$ cat config.mk
export PLATFORM = sky130hd
export DESIGN_NAME = pipeline_interlock
export DESIGN_NICKNAME = d
export VERILOG_FILES = /design/src/rtl/pipe_pkg.sv /design/src/rtl/shadow_match.sv /design/src/rtl/pipeline_interlock.sv
export SDC_FILE = /design/constraint.sdc
export NUM_CORES = 1
export LEC_CHECK = 0
export CAP_MARGIN = 20
export CORE_MARGIN = 5
export CORE_UTILIZATION = 37
export DETAILED_ROUTE_END_ITERATION = 8
export PLACE_DENSITY = 0.7
export SLEW_MARGIN = 20
export SYNTH_ARGS = -nofsm -noshare
export SYNTH_HDL_FRONTEND = slang
export SYNTH_SLANG_ARGS = --single-unit
$ cat constraint.sdc
create_clock -name clock -period 2.35 [get_ports clock]
set_input_delay 0.3525 -clock clock [delete_from_list [all_inputs] [get_ports clock]]
set_output_delay 0.3525 -clock clock [all_outputs]
set_load 0.03 [all_outputs]
$ cat src/rtl/pipe_pkg.sv
// Shared types for the pipeline interlock: sequencer states and the shadow
// pipeline entry tracking an in-flight destination register.
package pipe_pkg;

  typedef enum logic [1:0] {
    ST_RUN    = 2'd0,
    ST_DRAIN  = 2'd1,
    ST_HALTED = 2'd2
  } state_e;

  typedef struct packed {
    logic       v;
    logic       w;
    logic [4:0] dest;
  } shadow_t;

  localparam logic [4:0] REG_ZERO     = 5'd0;
  localparam shadow_t    SHADOW_EMPTY = '{v: 1'b0, w: 1'b0, dest: REG_ZERO};

endpackage

$ cat src/rtl/shadow_match.sv
// Compares one ID-stage source register against the EXE and MEM shadow
// entries; WB is excluded because the register file writes before the ID read.
module shadow_match
  import pipe_pkg::*;
(
  input  logic [4:0] src,
  input  logic       use_src,
  input  shadow_t    exe,
  input  shadow_t    mem,
  output logic       hit
);

  logic exe_hit;
  logic mem_hit;

  always_comb begin
    exe_hit = exe.v & exe.w & (exe.dest == src);
    mem_hit = mem.v & mem.w & (mem.dest == src);
    hit     = use_src & (src != REG_ZERO) & (exe_hit | mem_hit);
  end

endmodule

$ cat src/rtl/pipeline_interlock.sv
// Hazard interlock and halt/drain sequencer for the 5-stage datapath, with
// debug stall and retire counters.
module pipeline_interlock
  import pipe_pkg::*;
#(
  parameter int STALL_CNT_W  = 16,
  parameter int RETIRE_CNT_W = 32
) (
  input  logic                    clock,
  input  logic                    resetn,
  input  logic                    d_valid,
  input  logic [4:0]              d_rs,
  input  logic [4:0]              d_rt,
  input  logic                    d_use_rs,
  input  logic                    d_use_rt,
  input  logic                    d_wreg,
  input  logic [4:0]              d_dest,
  input  logic                    halt_req,
  input  logic                    resume,
  input  logic                    clr_cnt,
  output logic                    pc_we,
  output logic                    ifid_we,
  output logic                    idexe_bubble,
  output logic [1:0]              state,
  output logic                    busy,
  output logic [STALL_CNT_W-1:0]  stall_cnt,
  output logic [RETIRE_CNT_W-1:0] retire_cnt
);

  // state     | meaning
  // ST_RUN    | issue when hazard-free; halt_req moves to DRAIN
  // ST_DRAIN  | fetch frozen, no issue; waits for the shadow pipe to empty
  // ST_HALTED | frozen; resume with halt_req low returns to RUN
  // 2'd3      | illegal, recovers to RUN on the next edge

  localparam logic [STALL_CNT_W-1:0]  STALL_ONE  = STALL_CNT_W'(1);
  localparam logic [RETIRE_CNT_W-1:0] RETIRE_ONE = RETIRE_CNT_W'(1);

  state_e                  state_q,  state_d;
  shadow_t                 exe_q,    exe_d;
  shadow_t                 mem_q,    mem_d;
  logic                    wb_v_q,   wb_v_d;
  logic [STALL_CNT_W-1:0]  stall_q,  stall_d;
  logic [RETIRE_CNT_W-1:0] retire_q, retire_d;

  logic hit_rs;
  logic hit_rt;
  logic hazard;
  logic run;
  logic issue;

  shadow_match u_match_rs (
    .src     (d_rs),
    .use_src (d_use_rs),
    .exe     (exe_q),
    .mem     (mem_q),
    .hit     (hit_rs)
  );

  shadow_match u_match_rt (
    .src     (d_rt),
    .use_src (d_use_rt),
    .exe     (exe_q),
    .mem     (mem_q),
    .hit     (hit_rt)
  );

  // The halt request cycle is treated as a non-issue cycle so IF/ID keeps its instruction.
  always_comb begin
    hazard = d_valid & (hit_rs | hit_rt);
    run    = (state_q == ST_RUN);
    issue  = run & ~halt_req & d_valid & ~hazard;
  end

  always_ff @(posedge clock or negedge resetn) begin
    if (!resetn) begin
      state_q  <= ST_RUN;
      exe_q    <= SHADOW_EMPTY;
      mem_q    <= SHADOW_EMPTY;
      wb_v_q   <= 1'b0;
      stall_q  <= '0;
      retire_q <= '0;
    end else begin
      state_q  <= state_d;
      exe_q    <= exe_d;
      mem_q    <= mem_d;
      wb_v_q   <= wb_v_d;
      stall_q  <= stall_d;
      retire_q <= retire_d;
    end
  end

  always_comb begin
    state_d = state_q;
    case (state_q)
      ST_RUN:    if (halt_req)             state_d = ST_DRAIN;
      ST_DRAIN:  if (!busy)                state_d = ST_HALTED;
      ST_HALTED: if (resume && !halt_req)  state_d = ST_RUN;
      default:                             state_d = ST_RUN;
    endcase
  end

  always_comb begin
    exe_d  = issue ? '{v: 1'b1, w: d_wreg, dest: d_dest} : SHADOW_EMPTY;
    mem_d  = exe_q;
    wb_v_d = mem_q.v;

    stall_d  = stall_q;
    retire_d = retire_q;
    if (clr_cnt) begin
      stall_d  = '0;
      retire_d = '0;
    end else begin
      if (run && hazard && !(&stall_q)) stall_d = stall_q + STALL_ONE;
      if (wb_v_q)                       retire_d = retire_q + RETIRE_ONE;
    end
  end

  always_comb begin
    pc_we        = run & ~halt_req & ~hazard;
    ifid_we      = run & ~halt_req & ~hazard;
    idexe_bubble = ~issue;
    busy         = exe_q.v | mem_q.v | wb_v_q;
    state        = state_q;
    stall_cnt    = stall_q;
    retire_cnt   = retire_q;
  end

endmodule
After elaboration in Yosys (flattened, before gate mapping) --
Index checks and enable logic that the tools add are counted.
Storage, ports and cells: bits in latches 0, bits of input ports 24, RAM bits 0, memories 0, word-level logic and storage cells 65, memory bits (read-only) 0, register bits 65
Operators by class: $add $sub $neg 2, divide/modulo/power cells 0, reduce and logical (&&, ||, !) cells 12, mux-type cells 9, eq/ne operators 9, order comparisons 0, bitwise logic cells 23, multipliers 0, shift operators 0
Operators by type and width (number):
- $mux 32 | 2
- $add 32x1->32 const B | 1
- $mux 16 | 2
- $eq 5x5->1 | 4
- $add 16x1->16 const B | 1
- $reduce_and 16->1 | 1
- $and 1x1->1 | 15
- $reduce_bool 5->1 | 2
- $mux 7 | 1
- $mux 2 | 3
- $ne 2x2->1 const B | 3
- $pmux 2 s3 | 1
- $or 1x1->1 | 5
- $reduce_bool 2->1 | 2
- $logic_and 1x1->1 | 3
- $not 1->1 | 3
- $reduce_and 3->1 | 1
- $eq 2x1->1 const B | 1
- $eq 2x2->1 const B | 1
- $logic_not 1->1 | 2
- $logic_not 2->1 | 1

Depth between registers and ports, before layout --
depth in word-level cells 10, mapped depth 10, depth with buffers taken out 8

Hierarchy --
Synthesis repeated with hierarchy kept, for this count alone.
Unflattened totals: cell total of the unflattened synthesis 349, area total of the unflattened synthesis 3415.8 µm²
By module, submodules not included:
- pipeline_interlock | sequential area each 1626.6 µm², times used 1, area each 3143.0 µm², cells each 315
- shadow_match | sequential area each 0.0 µm², times used 2, area each 136.4 µm², cells each 17

Worst setup path after synthesis --
No wires, ideal clock.
path type input port to output port, start point input d_rt[1], end point output pc_we, slack -0.525 ns, arrival 2.522 ns, buffers on the path 1, cell stages on the path 6, cells stage by stage or4_1 o21ai_0 o22ai_4 a21o_1 nor3_1 buf_4
Between the ends: cells in the longest elaborated chain, start to end 8, elaborated cells between the ends (all ways) 12, those cells by class 2 x eq/ne; 9 x bitwise; 1 x reduce/logical
Ends and longest elaborated chain:
- start: declaration | line pipeline_interlock.sv:13 | input logic [4:0] d_rt,
- $eq 5x5->1, on equally long branches | line shadow_match.sv:17, shadow_match.sv:18
- $and 1x1->1, on equally long branches | line shadow_match.sv:17, shadow_match.sv:18
- $or 1x1->1 | line shadow_match.sv:19 | hit = use_src & (src != REG_ZERO) & (exe_hit | mem_hit);
- $and 1x1->1 * | line shadow_match.sv:19
- $or 1x1->1 * | line pipeline_interlock.sv:70 | hazard = d_valid & (hit_rs | hit_rt);
- $and 1x1->1 * | line pipeline_interlock.sv:70
- $not 1->1 *
- $and 1x1->1 *
- end: declaration | line pipeline_interlock.sv:21 | output logic pc_we,
Mark *: on every way between the ends. The rest lies on a longest branch, timed or not.

Worst setup path in the final report --
start point register mem_q[3] (netlist bit), end point output ifid_we
Between the ends: cells in the longest elaborated chain, start to end 8, elaborated cells between the ends (all ways) 12, those cells by class 2 x eq/ne; 10 x bitwise
Ends and longest elaborated chain:
- start: declaration | line pipeline_interlock.sv:41 | shadow_t mem_q, mem_d;
- start signal: assignment | line pipeline_interlock.sv:86 | mem_q <= mem_d;
- $eq 5x5->1 | line shadow_match.sv:18 | mem_hit = mem.v & mem.w & (mem.dest == src);
- $and 1x1->1 | line shadow_match.sv:18
- $or 1x1->1 | line shadow_match.sv:19
- $and 1x1->1 | line shadow_match.sv:19
- $or 1x1->1 * | line pipeline_interlock.sv:70
- $and 1x1->1 * | line pipeline_interlock.sv:70
- $not 1->1 * | line pipeline_interlock.sv:121 | ifid_we = run & ~halt_req & ~hazard;
- $and 1x1->1 * | line pipeline_interlock.sv:121
- end: declaration | line pipeline_interlock.sv:22 | output logic ifid_we,
Marks and branches as above.

==> metrics.md <==
| Metric | Value |
|---|---|
| Core Util, Final | 54.08% |
| Final min period | between 2 and 2.5 ns |
| Worst Path Max Fanout | 2 |
| Final worst slack | -0.07659 ns |
| Diode count | 0 |
| Clk slew on worst S/H paths | 0.07 ns |
| CTS tree | done |
| Worst min path class | primary input to asynchronous set/reset pin |
| Worst-Margin Slew | slightly above 0.5 ns |
| VDD IR-drop max | about 0.24 mV |
| Routed vias | around 2.7k |
| Ratio of cells with drive above 1 in the final layout | 18.00% |
| Total power draw | 2.758 mW |
| Crit path launch type | flop |
| Fin Clk Skew | about 0.012 ns |
| Arrival time at the worst endpoint | a little over 2 ns |
| Sequential share of the synthesized area | roughly half |
| Async S/R FF share, synth | 100.0% |
| Max-cap violations | 0 |
| Crit path kind | flop to primary output |
| Total CTS buffers | 9 |
| Initial antenna violation count | 0 |
| Initial core utilization | around 37% |
| Clk_lat worst skew | between 0.3 and 0.4 ns |
| Final Cell Area | approximately 0.0046 mm² |
| Synth Flop Type | dfrtp_1 |
| First-pass GRT wire length | 13170 µm |
| Area Overhead vs Synth | 44.80% |
| R2R Setup Slk | roughly 0.02 ns |
| Violated checks | negative setup slack |
| CTS Hold Bufs | 0 |
| H-Tree Level Count | 3 |
| Slew headroom | roughly 66% |
| EDFF count, synth | 0 |
| Die Ht | between 100 and 150 µm |
| Vias in the first global route | approximately 2.8k |
| DRC Markers | 0 |
| Final HPWL DP | roughly 5600 µm |
| Commonest non-fill, non-tap cell in the layout | dfrtp_1 |
| Status | finished with violations |
| Post-Route WL | 8041 µm |
| DIE AREA | 0.01064 mm² |
| CP Capture Type | primary output |
| Sink Count | 65 |
| Setup violations, final | 3 |
| CP required | roughly 2 ns |
| Gate Count Post-Synth | around 320 |
| Routed WL per cell | around 15 µm |
| Post-layout nets | 460 |
| Fin. Hold Viols | 0 |
| Post-Syn Area | 0.003209 mm² |
| Largest net degree at the start of global routing | 66 |
| GRT overflow | 0 |
| Commonest non-fill, non-tap cells in the layout | dfrtp_1, clkdlybuf4s50_1, xor2_1 |
| Final Cycle Share | 103.3% |
| Power Density | ~590 mW/mm² |
| Maximum clock insertion buffer count | 2 |
| DRT antenna net count | 0 |
| # rows | 34 |
| Die Wd | 103.1 µm |
| DR iter-0 viols | 86 |
| Core Area | about 0.0086 mm² |
| Port buffer count | slightly below 80 |
| Syn nets | ~350 |
| Clock root buffer | clkbuf_8 |
| Via-to-Cell Ratio | 5.024 |
| GRT Overall Usage | 15.72% |
| Synth unique cells | 38 |
| GPL Wtd Cong | around 0.78 |
| Maximum clock frequency | around 410 MHz |
| # IOs | 78 |
| Syn Area/Cell | 9.967 µm² |
| Final Slew Violations | 0 |
| Pre-Repair DR Iteration Count | 4 |
| Yosys Warn Count | 0 |
| Leakage power | roughly 2 nW |
| Post-Place Cell Area | around 0.0043 mm² |
| Unrepaired setup endpoints after global routing | true |
| Seq cells post-synth | 65 |
-- synthesized netlist by cell type (2+ instances only) --
cell type / instances / area, µm²
dfrtp_1: 65 / 1627
xor2_1: 44 / 385.4
nor2_1: 43 / 161.4
nand2_1: 23 / 86.33
nand3_1: 21 / 105.1
a21oi_1: 15 / 75.07
o21ai_0: 11 / 55.05
or3_1: 10 / 62.56
and3_1: 9 / 56.30
nand4_1: 8 / 50.05
or4_1: 7 / 52.55
xnor2_1: 7 / 61.31
and2_1: 6 / 37.54
clkbuf_1: 6 / 22.52
nor3_1: 6 / 30.03
o31ai_1: 5 / 37.54
and4_1: 4 / 35.03
inv_1: 4 / 15.01
nor2b_1: 3 / 18.77
a22oi_1: 2 / 15.01
buf_4: 2 / 15.01
ha_1: 2 / 25.02
mux2i_1: 2 / 20.02
nor4_1: 2 / 12.51
nor4_2: 2 / 25.02
-- timing repair --
action                                  in CTS  in global routing
endpoints found under the setup margin       9                 16
gates resized for setup                     29                 18
pin swaps                                   11                  4
buffers inserted                             2                  4
-- final timing paths --
check,to,depth (start not counted),from
worst max-delay path,ifid_we,8,mem_q[3]
worst min-delay path,retire_cnt[7],2,resetn
worst max register to register,stall_cnt[7],9,mem_q[3]
worst min register to register,mem_q[5],0,exe_q[5]
max in group asynchronous,exe_q[4],2,resetn
min in group clock,retire_cnt[0],2,clr_cnt
-- cell families after synthesis --
| logic type | after synthesis | share of synthesized area (%) |
|---|---|---|
| simple gates | 148 | 24.13 |
| flops | 65 | 50.68 |
| xor+xnor | 51 | 13.92 |
| compound gates | 40 | 7.719 |
| buf+inv | 14 | 2.144 |
| mux | 2 | 0.6238 |
| fa+ha+maj | 2 | 0.7796 |
-- power by group --
group	internal (mW)	total (mW)	switching (mW)	leakage, nW
logic	0.220	0.502	0.282	1.00
registers	1.17	1.22	0.0543	0.901
clock network	0.597	1.04	0.439	0.109
total	1.98	2.76	0.776	2.01
-- routing by layer --
layer	GRT usage (%)	up-vias	share of wire, %
met2	27.04	64	51
met4	6.673	0	1.2
li1	-	1350	-
met3	2.774	10	4.2
met5	0	-	0
met1	19.35	1324	43
-- registers in the layout, indices dropped and copies added (netlist names) --
signal / count
wb_v_d: 1
retire_cnt: 32
stall_cnt: 16
exe_q: 7
mem_q: 6
wb_v_q: 1
state: 2
-- area by class of cell --
class                           instances  area, µm²
Timing Repair Buffer                  111       1035
Fill cell                             766       3946
Multi-Input combinational cell        243       1617
Clock inverter                          7      95.09
Tap cell                              108      135.1
Inverter                                4      15.01
Clock buffer                            9      123.9
Sequential cell                        65       1627
-- worst max-delay path: stages (launching register included) --
cell     delay [ns]
dfrtp_1        0.41
xor2_1         0.16
nor4_2         0.31
a22oi_2        0.14
o22ai_4        0.21
a21o_1         0.21
buf_6          0.12
nor3_4         0.04
buf_6          0.15
-- per-stage QoR --
step	hold WS [ns]	setup slack [ns]	instances	setup TNS (ns)
after floorplan	0.05691	0.02535	322	0
after global placement	0.3653	-0.6669	525	-4.881
after detailed placement	0.3743	-0.7077	525	-5.683
after CTS	0.02424	-0.07794	543	-0.2124
after global routing	0.02688	-0.1780	547	-0.6625
final	0.004683	-0.07659	547	-0.1539
No activity file was read; power rests on OpenSTA's default activity.
==> edit 1: new RTL, config.mk and constraints unchanged <==
Change the parameter `STALL_CNT_W` from 16 to 14.
--- a/src/rtl/pipeline_interlock.sv
+++ b/src/rtl/pipeline_interlock.sv
@@ -3,7 +3,7 @@
 module pipeline_interlock
   import pipe_pkg::*;
 #(
-  parameter int STALL_CNT_W  = 16,
+  parameter int STALL_CNT_W  = 14,
   parameter int RETIRE_CNT_W = 32
 ) (
   input  logic                    clock,
Interface: changed (resized stall_cnt); port bits go from 78 to 76. The function was not compared with the original's and may differ.
==> edit 1 against the unedited design <==
- the run still ends with setup timing left
- non-clock buffer count decreased by 10
- die area is 0.71% lower
- synthesized area decreased by 0.78%
- setup slack improved by 68 ps
- critical endpoint unchanged
- sequential cell count shrank 2
- routed wire length shrank 0.90%
- total power shrank 11%
- design area fell by 4.7%
==> edit 1: results (changes against the unedited design) <==
Run status
  – Outcome: complete, but fails checks
  – Failing checks: setup timing

Route
  – WL met3: 430 um (+28%)
  – Drt total wl: 7970 um (-0.90%)
  – DRT iter0 DRCs: 64 (-26%)
  – DR WL met2: 3810 um (-7.3%)
  – Met1 Wirelength: 3620 um (+3.6%)

Placement
  – # port buffers: 75 (-2.6%)
  – Routability Congestion: 0.812 (+4.2%)
  – Placement Cell Area: 4190 um2 (-2.4%)
  – DP HPWL: 5590 um (-0.35%)

Finish
  – Fraction of layout instances using a drive strength above 1: 0.154 (-0.0257)
  – Final net count: 449 (-2.4%)
  – Number of fill cells: 743 (-3.0%)

Logic synthesis
  – Post-Synth XOR/XNOR Area: 0.132 (-0.00716)
  – Most frequent cells after synthesis: dfrtp_1 (63), xor2_1 (41), nor2_1 (38)
  – Sequential share of the synthesized area: 0.495 (-0.0117)
  – Mapped Nets: 351 (+0.86%)
  – Library cells used by synthesis: 36 (-5.3%)
  – Ranking of synthesized cells by area: dfrtp_1 (50%), xor2_1 (11%), nor2_1 (4.5%)

STA
  – Setup WS post-layout: -8.33 ps (+68.3 ps)
  – Final Skew: 8.26 ps (-3.36 ps)
  – Min Hold Slack: 69.2 ps (+64.5 ps)
  – Final setup fails: 2 (-1)

Power
  – Leakage: 1.87 nW (-7.0%)
  – VDD IR max: 0.300 mV (+26%)
  – Pint: 1.71 mW (-14%)

Setup path
  – CP peak stage delay: 450 ps (+40 ps)
  – Reg-to-Reg End: stall_cnt[3]
  – Reg2reg start: mem_q[3]
  – Delay-heaviest family, CP: buffers and inverters
  – Register-to-Register Path Depth: 7 (-2)
  – Worst path arrival time: 2010 ps (-60 ps)
  – Top fanout value on the critical path: 3 (+1)
  – Slowest cell on crit path: clkdlybuf4s50_1
  – Worst R2R Setup Slack: 90 ps (+70 ps)

GRT
  – Largest net degree at the start of global routing: 48 (-27%)
  – First-pass GRT wire length: 13400 um (+1.9%)
[edit 1: layout make-up]
cell class              instances  area, um2  share of cell area
clock inverters                 5       25.0             0.00565
flip-flops and latches         63       1580               0.356
clock buffers                  11        131              0.0297
repair buffers                101        948               0.214
multi-input cells             240       1590               0.358
well taps                     105        131              0.0297
inverters                       8       30.0             0.00678
[edit 1: routing by layer]
layer,up-vias,GRT usage
met4,0,0.0578
met3,9,0.0332
met1,1356,0.214
met5,-,0
li1,1341,-
met2,76,0.257
[edit 1: worst max-delay path by stage]
stage	startpoint	end	slack [ps]	cells after the start
final	d_rt[0]	ifid_we	-8	7
after global routing	mem_q[3]	ifid_we	-90	6
after CTS	wb_v_q	busy	0.7	3
after detailed placement	d_rs[3]	stall_cnt[4]	-260	8
after global placement	d_rs[1]	idexe_bubble	-240	7
after floorplan	stall_cnt[0]	stall_cnt[12]	20	8
[edit 1: worst register-to-register path: cells and delay by family (launching register included)]
family                    cells  cell delay, ps
DFF                           1             410
buffers and inverters         1             200
AOI/OAI and AO/OA             3             580
and+or+nand+nor               2             850
xor gates and xnor gates      1             160
[edit 1: cell families after synthesis]
family,after synthesis
AOI/OAI and AO/OA,45
xor gates and xnor gates,48
adders and majority gates,2
buffers and inverters,22
DFF,63
muxes,2
and+or+nand+nor,143
[edit 1: power groups by stage]
stage | combinational [mW] | clock [mW] | sequential (mW)
after global placement | 0.440 | 0 | 1.22
after detailed placement | 0.449 | 0 | 1.22
after global routing | 0.516 | 0.854 | 1.21
final | 0.477 | 0.781 | 1.20
after floorplan | 0.223 | 0 | 1.24
after CTS | 0.473 | 0.816 | 1.20
[edit 1: metrics by stage]
stage / util / std cells / TNS (ps)
floorplan: - / 325 / 0
global placement: 0.504 / 514 / -2860
detailed placement: 0.504 / 514 / -3350
CTS: 0.533 / 534 / 0
global route: 0.534 / 533 / -432
finish: 0.534 / 533 / -16.6
[edit 1: what timing repair did]
action / CTS / global route
setup buffers: 4 / 0
gates resized for setup: 20 / 7
pin swaps: 10 / 8
endpoints found under the setup margin: 3 / 16
==> edit 2: new RTL, config.mk and constraints unchanged <==
Made on the original files. Register the output `retire_cnt`, cleared by the reset; this adds one clock of latency there. The other outputs are not delayed to match.
--- a/src/rtl/pipeline_interlock.sv
+++ b/src/rtl/pipeline_interlock.sv
@@ -35,6 +35,8 @@
 
   localparam logic [STALL_CNT_W-1:0]  STALL_ONE  = STALL_CNT_W'(1);
   localparam logic [RETIRE_CNT_W-1:0] RETIRE_ONE = RETIRE_CNT_W'(1);
+
+  logic [RETIRE_CNT_W-1:0] retire_cnt_d;
 
   state_e                  state_q,  state_d;
   shadow_t                 exe_q,    exe_d;
@@ -123,7 +125,15 @@
     busy         = exe_q.v | mem_q.v | wb_v_q;
     state        = state_q;
     stall_cnt    = stall_q;
-    retire_cnt   = retire_q;
+    retire_cnt_d = retire_q;
+  end
+
+  always_ff @(posedge clock or negedge resetn) begin
+    if (!resetn) begin
+      retire_cnt <= '0;
+    end else begin
+      retire_cnt <= retire_cnt_d;
+    end
   end
 
 endmodule
Behaviour: not the same (Yosys sat finds a counterexample within 10 cycles, from zero or initial values and one cycle with resetn low).
==> edit 2 against the unedited design <==
- the flow still finishes with violations (setup timing)
- sequential power up 48%
- critical path depth down 2
- non-clock buffer count down 19
- design area up 14%
- total power up 25%
- routed wire length up 3.2%
- fmax up 2.7%
- setup slack better by 64 ps
- synthesized area up 24%
- sequential cell count up 32
- clock skew down 2.0 ps
- critical endpoint is now pc_we
- largest cell class unchanged
==> edit 2: results (changes against the unedited design) <==
Run status
  – Outcome: complete, but fails checks
  – Failing checks: setup timing

Logic synthesis
  – Ranking of synthesized cells by area: dfrtp_1 (61%), xor2_1 (9.7%), nor2_1 (4.0%)
  – Sequential share of the synthesized area: 0.609 (+0.102)
  – Most frequent cells after synthesis: dfrtp_1 (97), xor2_1 (44), nor2_1 (42)
  – Average cell area after synthesis: 11.6 um2 (+16%)
  – Mapped Nets: 370 (+6.3%)
  – Share of the synthesized area in the top cell type: 0.609 (+0.102)
  – Library cells used by synthesis: 39 (+2.6%)

Route
  – Drt wl/cell: 14.3 um (-3.0%)
  – Drt total wl: 8300 um (+3.2%)
  – DRT iter0 DRCs: 97 (+13%)

Finish
  – Fraction of layout instances using a drive strength above 1: 0.124 (-0.0555)
  – Final net count: 464 (+0.87%)

STA
  – Final Skew: 9.68 ps (-1.95 ps)
  – Setup WS post-layout: -12.3 ps (+64.3 ps)
  – Worst Max-Slew Pin Slew: 590 ps (+76.2 ps)
  – Final setup fails: 2 (-1)

Power
  – Sequential share of power: 0.521 (+0.079)
  – VDD IR max: 0.378 mV (+59%)
  – Sw power: 0.891 mW (+15%)

Placement
  – Placement Cell Area: 5000 um2 (+17%)
  – Routability Congestion: 0.864 (+11%)

Min path
  – HP Class: input pin to flop

Setup path
  – Worst path arrival time: 2010 ps (-60 ps)
  – Top fanout value on the critical path: 4 (+2)

GRT
  – Tot GR Track Use: 0.133 (-0.0238)
  – Largest net degree at the start of global routing: 53 (-20%)

Clock tree
  – CTS clk-pin slew, worst paths: 90 ps (+20 ps)
  – Latest clock arrival within the worst-skew pair: 360 ps (+30 ps)
edit 2: changes by cell type after synthesis, moves of 2 or more:
cell      unedited run  this run
nand2b_1             0         2
nor3_1               6         2
buf_1                0         3
nand3_1             21        13
nand2_1             23        18
nand4_1              8        15
inv_1                4         6
a21oi_1             15        13
dfrtp_1             65        97
or3_1               10         7
xnor2_1              7         9
clkbuf_1             6         3
edit 2: cell type report:
cell class                 instances  area [um2]
fill                             979        5390
clock inverter                     4        76.3
tap                              140         175
inverter                           6        22.5
sequential                        97        2430
multi-input combinational        232        1570
clock buffer                      11         151
timing repair buffer              92         885
edit 2: logic make-up after synthesis:
kind of cell / synth area share
flops: 0.609
buf+inv: 0.0179
simple gates: 0.188
mux: 0.00502
fa+ha+maj: 0.00627
xor+xnor: 0.116
compound gates: 0.0580
edit 2: timing repair:
action | CTS | global route
buffers inserted | 1 | 1
setup endpoints to repair | 3 | 12
hold endpoints to repair | 8 | 0
resized for setup | 23 | 6
hold buffers | 1 | 0
pin swaps | 7 | 5
edit 2: worst paths after layout:
path	start	to	slack, ps	cells past startpoint
max	d_rs[4]	pc_we	-10	6
min	clr_cnt	retire_cnt_d[3]	300	2
max reg2reg	mem_q[3]	stall_cnt[13]	30	8
min reg2reg	exe_q[5]	mem_q[5]	380	0
max in group asynchronous	resetn	retire_cnt_d[10]	1130	3
min in group asynchronous	resetn	exe_q[1]	540	2
edit 2: worst max-delay path: stages:
cell,delay [ps]
clkdlybuf4s15_2,210
or4_4,540
o21ai_2,220
o22ai_4,130
a2111oi_4,330
buf_4,220
edit 2: through the flow:
step	setup TNS [ps]	utilization
finish	-24.2	0.496
global route	-535	0.496
CTS	-240	0.492
detailed placement	-4610	0.467
global placement	-3270	0.467
floorplan	-41.0	-
edit 2: routing by layer:
layer,global-route usage,up-vias,share of wire
li1,-,1374,-
met1,0.173,1389,0.46
met2,0.220,68,0.48
met3,0.0233,12,0.042
met4,0.0586,0,0.017
met5,0,-,0
edit 2: power by group through the flow:
stage	registers [mW]	clock network, mW	logic (mW)
2_1_floorplan	1.85	0	0.203
5_1_grt	1.81	1.31	0.474
6_report	1.80	1.21	0.438
3_5_place_dp	1.83	0	0.429
4_1_cts	1.80	1.25	0.432
3_3_place_gp	1.83	0	0.423
